## config.mk

```make
export PLATFORM = sky130hd
export DESIGN_NAME = tmnt_audio_mixer
export DESIGN_NICKNAME = d
export VERILOG_FILES = /design/src/rtl/tmnt_audio_pkg.sv /design/src/rtl/tmnt_mix_mac.sv /design/src/rtl/tmnt_audio_mixer.sv
export SDC_FILE = /design/constraint.sdc
export NUM_CORES = 1
export LEC_CHECK = 0
export ABC_AREA = 1
export CORE_AREA = 2 2 137 139
export CTS_CLUSTER_SIZE = 12
export DETAILED_ROUTE_END_ITERATION = 7
export DIE_AREA = 0 0 139 141
export GPL_ROUTABILITY_DRIVEN = 0
export PLACE_DENSITY = 0.67
export SLEW_MARGIN = 20
export SYNTH_ARGS = -nofsm -noshare
export SYNTH_HDL_FRONTEND = slang
export SYNTH_SLANG_ARGS = --single-unit
```

## constraint.sdc

```tcl
create_clock -name CLK -period 13.2 [get_ports CLK]
set_input_delay 1.32 -clock CLK [delete_from_list [all_inputs] [get_ports CLK]]
set_output_delay 1.32 -clock CLK [all_outputs]
set_load 0.02 [all_outputs]
```

## src/rtl/tmnt_audio_pkg.sv

```systemverilog
// Shared types, constants and the output saturation helper for the TMNT audio mixer.
package tmnt_audio_pkg;

    localparam int ACC_W   = 25;
    localparam int PCM_MID = 64;
    localparam int SAT_MAX = 32767;
    localparam int SAT_MIN = -32768;

    typedef enum logic [2:0] {
        IDLE,
        MUL_YM,
        MUL_A,
        MUL_B,
        SUM,
        LPF,
        OUT
    } state_t;

    function automatic logic signed [15:0] saturate(input logic signed [ACC_W-1:0] a);
        if (a > ACC_W'(SAT_MAX))
            return 16'sh7FFF;
        else if (a < ACC_W'(SAT_MIN))
            return 16'sh8000;
        else
            return a[15:0];
    endfunction

endpackage

```

## src/rtl/tmnt_mix_mac.sv

```systemverilog
// Single signed multiplier plus accumulator, shared by the YM and both PCM terms.
module tmnt_mix_mac
    import tmnt_audio_pkg::*;
#(
    parameter int PCM_SHIFT = 4
) (
    input  logic                    i_clk,
    input  logic                    i_rst_n,
    input  logic                    i_en,
    input  logic                    i_clr,
    input  logic signed [15:0]      i_a,
    input  logic signed [8:0]       i_b,
    output logic signed [ACC_W-1:0] o_acc
);

    logic signed [ACC_W-1:0] w_prod;
    logic signed [ACC_W-1:0] w_term;
    logic signed [ACC_W-1:0] r_acc;

    assign w_prod = $signed({{9{i_a[15]}}, i_a}) * $signed({{16{i_b[8]}}, i_b});

    // A clearing cycle carries the Q2.6 YM term; accumulate cycles carry PCM terms.
    assign w_term = i_clr ? (w_prod >>> 6) : (w_prod <<< PCM_SHIFT);

    always_ff @(posedge i_clk or negedge i_rst_n) begin
        if (!i_rst_n)
            r_acc <= '0;
        else if (i_en)
            r_acc <= i_clr ? w_term : r_acc + w_term;
    end

    assign o_acc = r_acc;

endmodule

```

## src/rtl/tmnt_audio_mixer.sv

```systemverilog
// YM2151 + 2x K007232 mono mixer, one shared multiplier sequenced by an FSM.
// Optional board RC low-pass model enabled by defining TMNT_MIX_LPF_EN.
module tmnt_audio_mixer
    import tmnt_audio_pkg::*;
#(
    parameter int YM_GAIN   = 64,
    parameter int PCM_SHIFT = 4
`ifdef TMNT_MIX_LPF_EN
    ,
    parameter int LPF_SHIFT = 2
`endif
) (
    input  logic        CLK,
    input  logic        nRESET,
    input  logic        SAMPLE_TICK,
    input  logic [15:0] YM_IN,
    input  logic [6:0]  PCM_A,
    input  logic [6:0]  PCM_B,
    input  logic [3:0]  LEVEL_A,
    input  logic [3:0]  LEVEL_B,
    output logic [15:0] AUDIO_OUT,
    output logic        OUT_VALID,
    output logic        OVERRUN
);

    localparam logic [7:0] YM_GAIN8 = YM_GAIN[7:0];

    state_t r_state, w_next;

    logic [15:0] r_ym;
    logic [6:0]  r_pcm_a, r_pcm_b;
    logic [3:0]  r_lvl_a, r_lvl_b;
    logic [15:0] r_audio;
    logic        r_valid;
    logic        r_overrun;

    logic                    w_mac_en, w_mac_clr;
    logic signed [15:0]      w_a;
    logic signed [8:0]       w_b;
    logic signed [ACC_W-1:0] w_acc;
    logic [7:0]              w_off_a, w_off_b;

    assign w_off_a = {1'b0, r_pcm_a} - 8'(PCM_MID);
    assign w_off_b = {1'b0, r_pcm_b} - 8'(PCM_MID);

    always_ff @(posedge CLK or negedge nRESET) begin
        if (!nRESET)
            r_state <= IDLE;
        else
            r_state <= w_next;
    end

    always_comb begin
        w_next    = r_state;
        w_mac_en  = 1'b0;
        w_mac_clr = 1'b0;
        w_a       = '0;
        w_b       = '0;
        case (r_state)
            IDLE:   if (SAMPLE_TICK) w_next = MUL_YM;
            MUL_YM: begin
                w_mac_en  = 1'b1;
                w_mac_clr = 1'b1;
                w_a       = r_ym;
                w_b       = {1'b0, YM_GAIN8};
                w_next    = MUL_A;
            end
            MUL_A: begin
                w_mac_en = 1'b1;
                w_a      = {{8{w_off_a[7]}}, w_off_a};
                w_b      = {5'b0, r_lvl_a};
                w_next   = MUL_B;
            end
            MUL_B: begin
                w_mac_en = 1'b1;
                w_a      = {{8{w_off_b[7]}}, w_off_b};
                w_b      = {5'b0, r_lvl_b};
                w_next   = SUM;
            end
`ifdef TMNT_MIX_LPF_EN
            SUM:    w_next = LPF;
`else
            SUM:    w_next = OUT;
`endif
            LPF:    w_next = OUT;
            OUT:    w_next = IDLE;
            default: w_next = IDLE;
        endcase
    end

    tmnt_mix_mac #(
        .PCM_SHIFT (PCM_SHIFT)
    ) u_mac (
        .i_clk   (CLK),
        .i_rst_n (nRESET),
        .i_en    (w_mac_en),
        .i_clr   (w_mac_clr),
        .i_a     (w_a),
        .i_b     (w_b),
        .o_acc   (w_acc)
    );

`ifdef TMNT_MIX_LPF_EN
    logic [15:0]        r_sat;
    logic signed [16:0] w_diff, w_step;
    logic [15:0]        w_lpf;

    // Result always lies between y and x, so the 16-bit add cannot wrap.
    assign w_diff = {r_sat[15], r_sat} - {r_audio[15], r_audio};
    assign w_step = w_diff >>> LPF_SHIFT;
    assign w_lpf  = r_audio + w_step[15:0];
`endif

    always_ff @(posedge CLK or negedge nRESET) begin
        if (!nRESET) begin
            r_ym      <= '0;
            r_pcm_a   <= '0;
            r_pcm_b   <= '0;
            r_lvl_a   <= '0;
            r_lvl_b   <= '0;
            r_audio   <= '0;
            r_valid   <= 1'b0;
            r_overrun <= 1'b0;
`ifdef TMNT_MIX_LPF_EN
            r_sat     <= '0;
`endif
        end else begin
            r_valid <= 1'b0;
            if (SAMPLE_TICK) begin
                if (r_state == IDLE) begin
                    r_ym    <= YM_IN;
                    r_pcm_a <= PCM_A;
                    r_pcm_b <= PCM_B;
                    r_lvl_a <= LEVEL_A;
                    r_lvl_b <= LEVEL_B;
                end else begin
                    r_overrun <= 1'b1;
                end
            end
            case (r_state)
`ifdef TMNT_MIX_LPF_EN
                SUM: r_sat <= saturate(w_acc);
                LPF: begin
                    r_audio <= w_lpf;
                    r_valid <= 1'b1;
                end
`else
                // Registering into OUT makes the pulse and the new sample coincide.
                SUM: begin
                    r_audio <= saturate(w_acc);
                    r_valid <= 1'b1;
                end
`endif
                default: ;
            endcase
        end
    end

    assign AUDIO_OUT = r_audio;
    assign OUT_VALID = r_valid;
    assign OVERRUN   = r_overrun;

endmodule

```

# Word-level counts from Yosys, hierarchy flattened
# Index checks and enable logic that the tools add are counted.
[classes]
n_eq_ne = 6
n_reduce_logical = 5
bitwise_logic = 1
mul = 1
muxes = 11
add_sub_neg = 3
magnitude_cmp = 2
[ops]
columns = ["operator", "n"]
rows = [
  ["two-way mux 25 bit", 2],
  ["one-hot mux 16 bit (3 select lines)", 1],
  ["two-way mux 16 bit", 2],
  ["adder 25 bit", 1],
  ["> comparator 25 x 16 -> 1 bit, second input constant", 1],
  ["< comparator 25 x 16 -> 1 bit, second input constant", 1],
  ["multiplier 16 x 8 -> 24 bit", 1],
  ["one-hot mux 7 bit (3 select lines)", 1],
  ["subtractor 7 x 7 -> 8 bit, second input constant", 2],
  ["one-hot mux 3 bit (5 select lines)", 1],
  ["equality test 3 x 2 -> 1 bit, second input constant", 2],
  ["equality test 3 bit, second input constant", 2],
  ["AND reduction 2 bit", 2],
  ["equality test 3 x 1 -> 1 bit, second input constant", 1],
  ["zero test 3 bit", 1],
  ["two-way mux 1 bit", 3],
  ["two-way mux 3 bit", 1],
  ["OR reduction 3 bit", 1],
  ["inequality test 2 bit, second input constant", 1],
  ["OR reduction 2 bit", 1],
  ["inverter 1 bit", 1],
]
[word_totals]
elab_cells = 39
output_inout_bits = 18
ff_bits = 84
in_bits = 41

# Depth between registers and ports, before layout
[depth]
depth_word = 6
ltp_mapped = 43
depth_no_buf = 43

# Modules after synthesis
# A second synthesis with hierarchy kept.
[unflattened]
cells_unflattened = 1473
hier_area_um2 = 10866.7
[modules_own_cells]
columns = ["module", "instances", "area_each_um2", "cells_each", "seq_area_each_um2"]
rows = [
  ["tmnt_mix_mac", 1, 8139.1, 1190, 625.6],
  ["tmnt_audio_mixer", 1, 2727.6, 283, 1476.4],
]

# Worst setup path after synthesis
# Ideal clock, no wire load.
[synth_timing]
path_kind = "reg2reg"
from = "reg r_state[2]"
to = "reg u_mac.r_acc[24] (netlist: u_mac.o_acc[24])"
path_stages_with_launch = 36
setup_time_ns = 0.073
synth_period_minus_slack_ns = 5.839
setup_slack_ns = 7.361
t_arrival_ns = 5.766
t_required_ns = 13.127
path_buffers = 1
path_cell_list = "dfrtp_1 -> inv_2 -> nand2_1 -> nor2_1 -> buf_2 -> a22oi_1 -> inv_1 -> nand2_1 -> inv_1 -> fa_1 -> fa_1 -> inv_1 -> fa_1 -> inv_1 -> ha_1 -> nand2_1 -> inv_1 -> a21oi_1 -> nand3_4 -> inv_1 -> o21ai_0 -> or2_2 -> nand3_1 -> o21ai_0 -> inv_1 -> ha_1 -> a21oi_1 -> o21ai_0 -> a21oi_1 -> or2_0 -> nand2_1 -> a21oi_1 -> inv_1 -> nand2_1 -> nand3_2 -> a21oi_2"
[synth_via]
elab_chain_cells = 6
elab_cells_between_ends = 12
cone_classes = "1 x add/sub; 1 x mul; 3 x eq/ne; 6 x mux; 1 x reduce/logical"
[synth_lines]
columns = ["element", "line_no", "source"]
rows = [
  ["start, declared", "tmnt_audio_mixer.sv:28", "state_t r_state, w_next;"],
  ["start signal, assigned", "tmnt_audio_mixer.sv:50", "r_state <= w_next;"],
  ["equality test 3 x 2 -> 1 bit / equality test 3 x 1 -> 1 bit (equally long branches)", "tmnt_audio_mixer.sv:59", "case (r_state)"],
  ["one-hot mux 16 bit (3 select lines) / one-hot mux 7 bit (3 select lines) (equally long branches)", "tmnt_audio_mixer.sv:59", ""],
  ["multiplier 16 x 8 -> 24 bit", "tmnt_mix_mac.sv:20", "assign w_prod = $signed({{9{i_a[15]}}, i_a}) * $signed({{16{i_b[8]}}, i_b});"],
  ["two-way mux 25 bit", "tmnt_mix_mac.sv:23", "assign w_term = i_clr ? (w_prod >>> 6) : (w_prod <<< PCM_SHIFT);"],
  ["adder 25 bit", "tmnt_mix_mac.sv:29", "r_acc <= i_clr ? w_term : r_acc + w_term;"],
  ["two-way mux 25 bit", "tmnt_mix_mac.sv:29", ""],
  ["end signal, assigned", "tmnt_mix_mac.sv:29", ""],
  ["end, declared", "tmnt_mix_mac.sv:18", "logic signed [ACC_W-1:0] r_acc;"],
]
# Several ways; a longest one is shown, not always the timed one.
# A chain may end at the register's enable or synchronous reset.

# Worst setup path in the final report
[layout_timing]
from = "reg r_state[1]"
to = "reg u_mac.r_acc[23] (netlist: u_mac.o_acc[23])"
# Same word-level chain as after synthesis.

==> impl_metrics.toml <==
[setup_path]
required_ns = 13.49
cp.arrival_ns = 7.97
crit_type = "flop to flop"
crit_fanout = 49
endpoint_kind = "flop"
reg2reg_depth = 35
max_stage_delay_ns = 0.54
crit_slowest_cell = "fa_1"
start_kind = "flop"

[yosys]
postSynthAreaPerCell_um2 = 7.54
ys_seq_area_share_pct = 23.6
synth_mux_area_share_pct = 3.16
synth.area.top_cells = "dfrtp_1, ha_1, fa_1, inv_1, nand2_1"
synthSimpleGateAreaFrac_pct = 21.9
synthAdderAreaFrac_pct = 24.1
synth_seq_cells = 84
netlist_area_um2 = 8910
synth_top_family_by_area = "adder cells"
yosysMostFrequentCell = "inv_1"
yosysTopAreaCell = "dfrtp_1"
synth-compound-area-share_pct = 12.4
synth_top_area_share_pct = 23.6
synth_edf_count = 0
synthTopCellsByCount = "inv_1, nand2_1, nor2_1"
yosys_warnings = 0
synth_xor_area_share_pct = 1.56
async_reset_ff_share_pct = 100
yosys_most_used_dff = "dfrtp_1"
synth_fp_nets = 1363
netlist_instances = 1182
synth_cell_types = 49

[floorplanning]
die_h_um = 141
start_util_pct = 48.8
row_count = 50
die_x_um = 139
ios = 59
coreArea_um2 = 18300
die_area_um2 = 19600

[timing]
tns_ns = 0
period_needed_ns = 7.68
max_freq_mhz = 130
whs_ns = 0.469
fin_skew_ns = 0.00751
fin_crit_sh_pct = 58.2
worst_pin_slew_ns = 0.742
slew-limit-headroom_pct = 50.4
setup_viol = 0
final_max_slew_viol_count = 0
rsz0062_at_grt = "false"
hold_viol = 0

[final_layout]
fin_cells = 1473
nets = 1415
diodes = 0
drive_gt1_share_pct = 9.85
finish.utilization_pct = 54.7
area_growth_syn_to_layout_pct = 12.2

[clock_tree]
postCtsSetupRepairBufs = 0
clk_pin_slew_ns = 0.07
post_cts_resize_count = 0
cts_buffers = 9
ctsHoldBuffers = 0
root_buffer = "clkbuf_16"
cts_buffer_depth = 2
cts_sinks = 84
cts_tree = "built"
clock_latency_ns = 0.36
htree_levels = 3

[place]
portBuffers = 58
dpl.cell_count = 1457
hpwlAfterDp_um = 16800

[drt]
vias = 7448
routedWlPerCell_um = 14.0
wirelength_um = 20600
firstDrtPassIters = 5
ant_nets = 0
viasPerCell = 5.06
drt-initial-drc-count = 450
drc = 0

[global_routing]
grt_pass1_wl_um = 35100
antenna_found_initial = 0
grt_pass1_vias = 7331
grt_overflow_total = 0
grt_max_degree = 53
grt_usage_pct = 22.1

[run_status]
run_status = "complete, no violations"

[run]
cap_violations = 0

[worst_hold_path]
hp-class = "flop to flop"
holdPathStages = 1
## worst max-delay path: cells and delay by family (launching register included)
family	cells	cell delay, ns
flip-flops	1	0.41
buffers and inverters	8	1.46
XOR/XNOR	1	0.28
adder cells (fa/ha/maj)	5	2.09
AND/OR/NAND/NOR	11	1.43
AO/OA/AOI/OAI	10	1.91
## final cells by class
type	count	area [um^2]
Fill cell	1734	8270
Multi-Input combinational cell	797	5640
Sequential cell	84	2100
Inverter	279	1050
Timing Repair Buffer	63	616
Tap cell	234	293
Clock buffer	10	239
Clock inverter	6	55.1
## state kept, by name, summed over array words and instances (netlist names), named ones only
name	cells
r_pcm_a	7
AUDIO_OUT	16
r_state	3
OUT_VALID	1
OVERRUN	1
r_lvl_a	4
u_mac.o_acc	24
r_ym	16
r_pcm_b	7
r_lvl_b	4
## cell usage in the layout (no fill, tap or decap), types with 6 or more instances in the layout
cell / Yosys / final
inv_1: 267 / 267
nand2_1: 217 / 217
nor2_1: 102 / 101
ha_1: 87 / 87
dfrtp_1: 84 / 84
a21oi_1: 83 / 82
clkdlybuf4s50_1: 0 / 57
fa_1: 53 / 53
o21ai_0: 46 / 46
nand3_1: 41 / 40
mux2_2: 25 / 25
nand2_2: 16 / 16
inv_2: 12 / 12
nand3_2: 11 / 12
nor3_1: 11 / 11
a31oi_1: 9 / 9
clkbuf_16: 0 / 9
a21o_1: 8 / 8
a21oi_2: 6 / 7
nand2_4: 7 / 7
xor2_1: 7 / 7
xnor2_1: 7 / 7
o21ai_1: 6 / 6
buf_4: 0 / 6
## metal layers
metal / vias to the layer above / track usage [%] / wire length, um
li1: 3804 / - / -
met4: 0 / 7.66 / 537
met3: 38 / 3.09 / 869
met2: 189 / 37.4 / 9730
met5: - / 0 / 0
met1: 3417 / 29.2 / 9430
## path summary, 6_finish.rpt
kind / from / endpoint / slack (ns)
max: r_state[1] / u_mac.o_acc[23] / 5.52
min: OVERRUN / OVERRUN / 0.47
max reg2reg: r_state[1] / u_mac.o_acc[23] / 5.52
min reg2reg: OVERRUN / OVERRUN / 0.47
max in group asynchronous: nRESET / r_pcm_b[6] / 11.29
min in group asynchronous: nRESET / u_mac.o_acc[22] / 0.90
## logic make-up after synthesis
group	after synthesis
xor gates and xnor gates	15
and+or+nand+nor	430
muxes	25
buffers and inverters	301
DFF	84
adders and majority gates	140
AOI/OAI and AO/OA	187
## through the flow
| stage | instance area [um^2] | setup slack [ns] |
|---|---|---|
| finish | 9990 | 5.52 |
| global route | 9990 | 4.86 |
| CTS | 9990 | 5.50 |
| detailed placement | 9700 | 5.51 |
| global placement | 9700 | 5.67 |
| floorplan | 8910 | 7.36 |
Power is not shown: default switching activity piles up to over one toggle a cycle in this logic, so the estimate is an artifact.
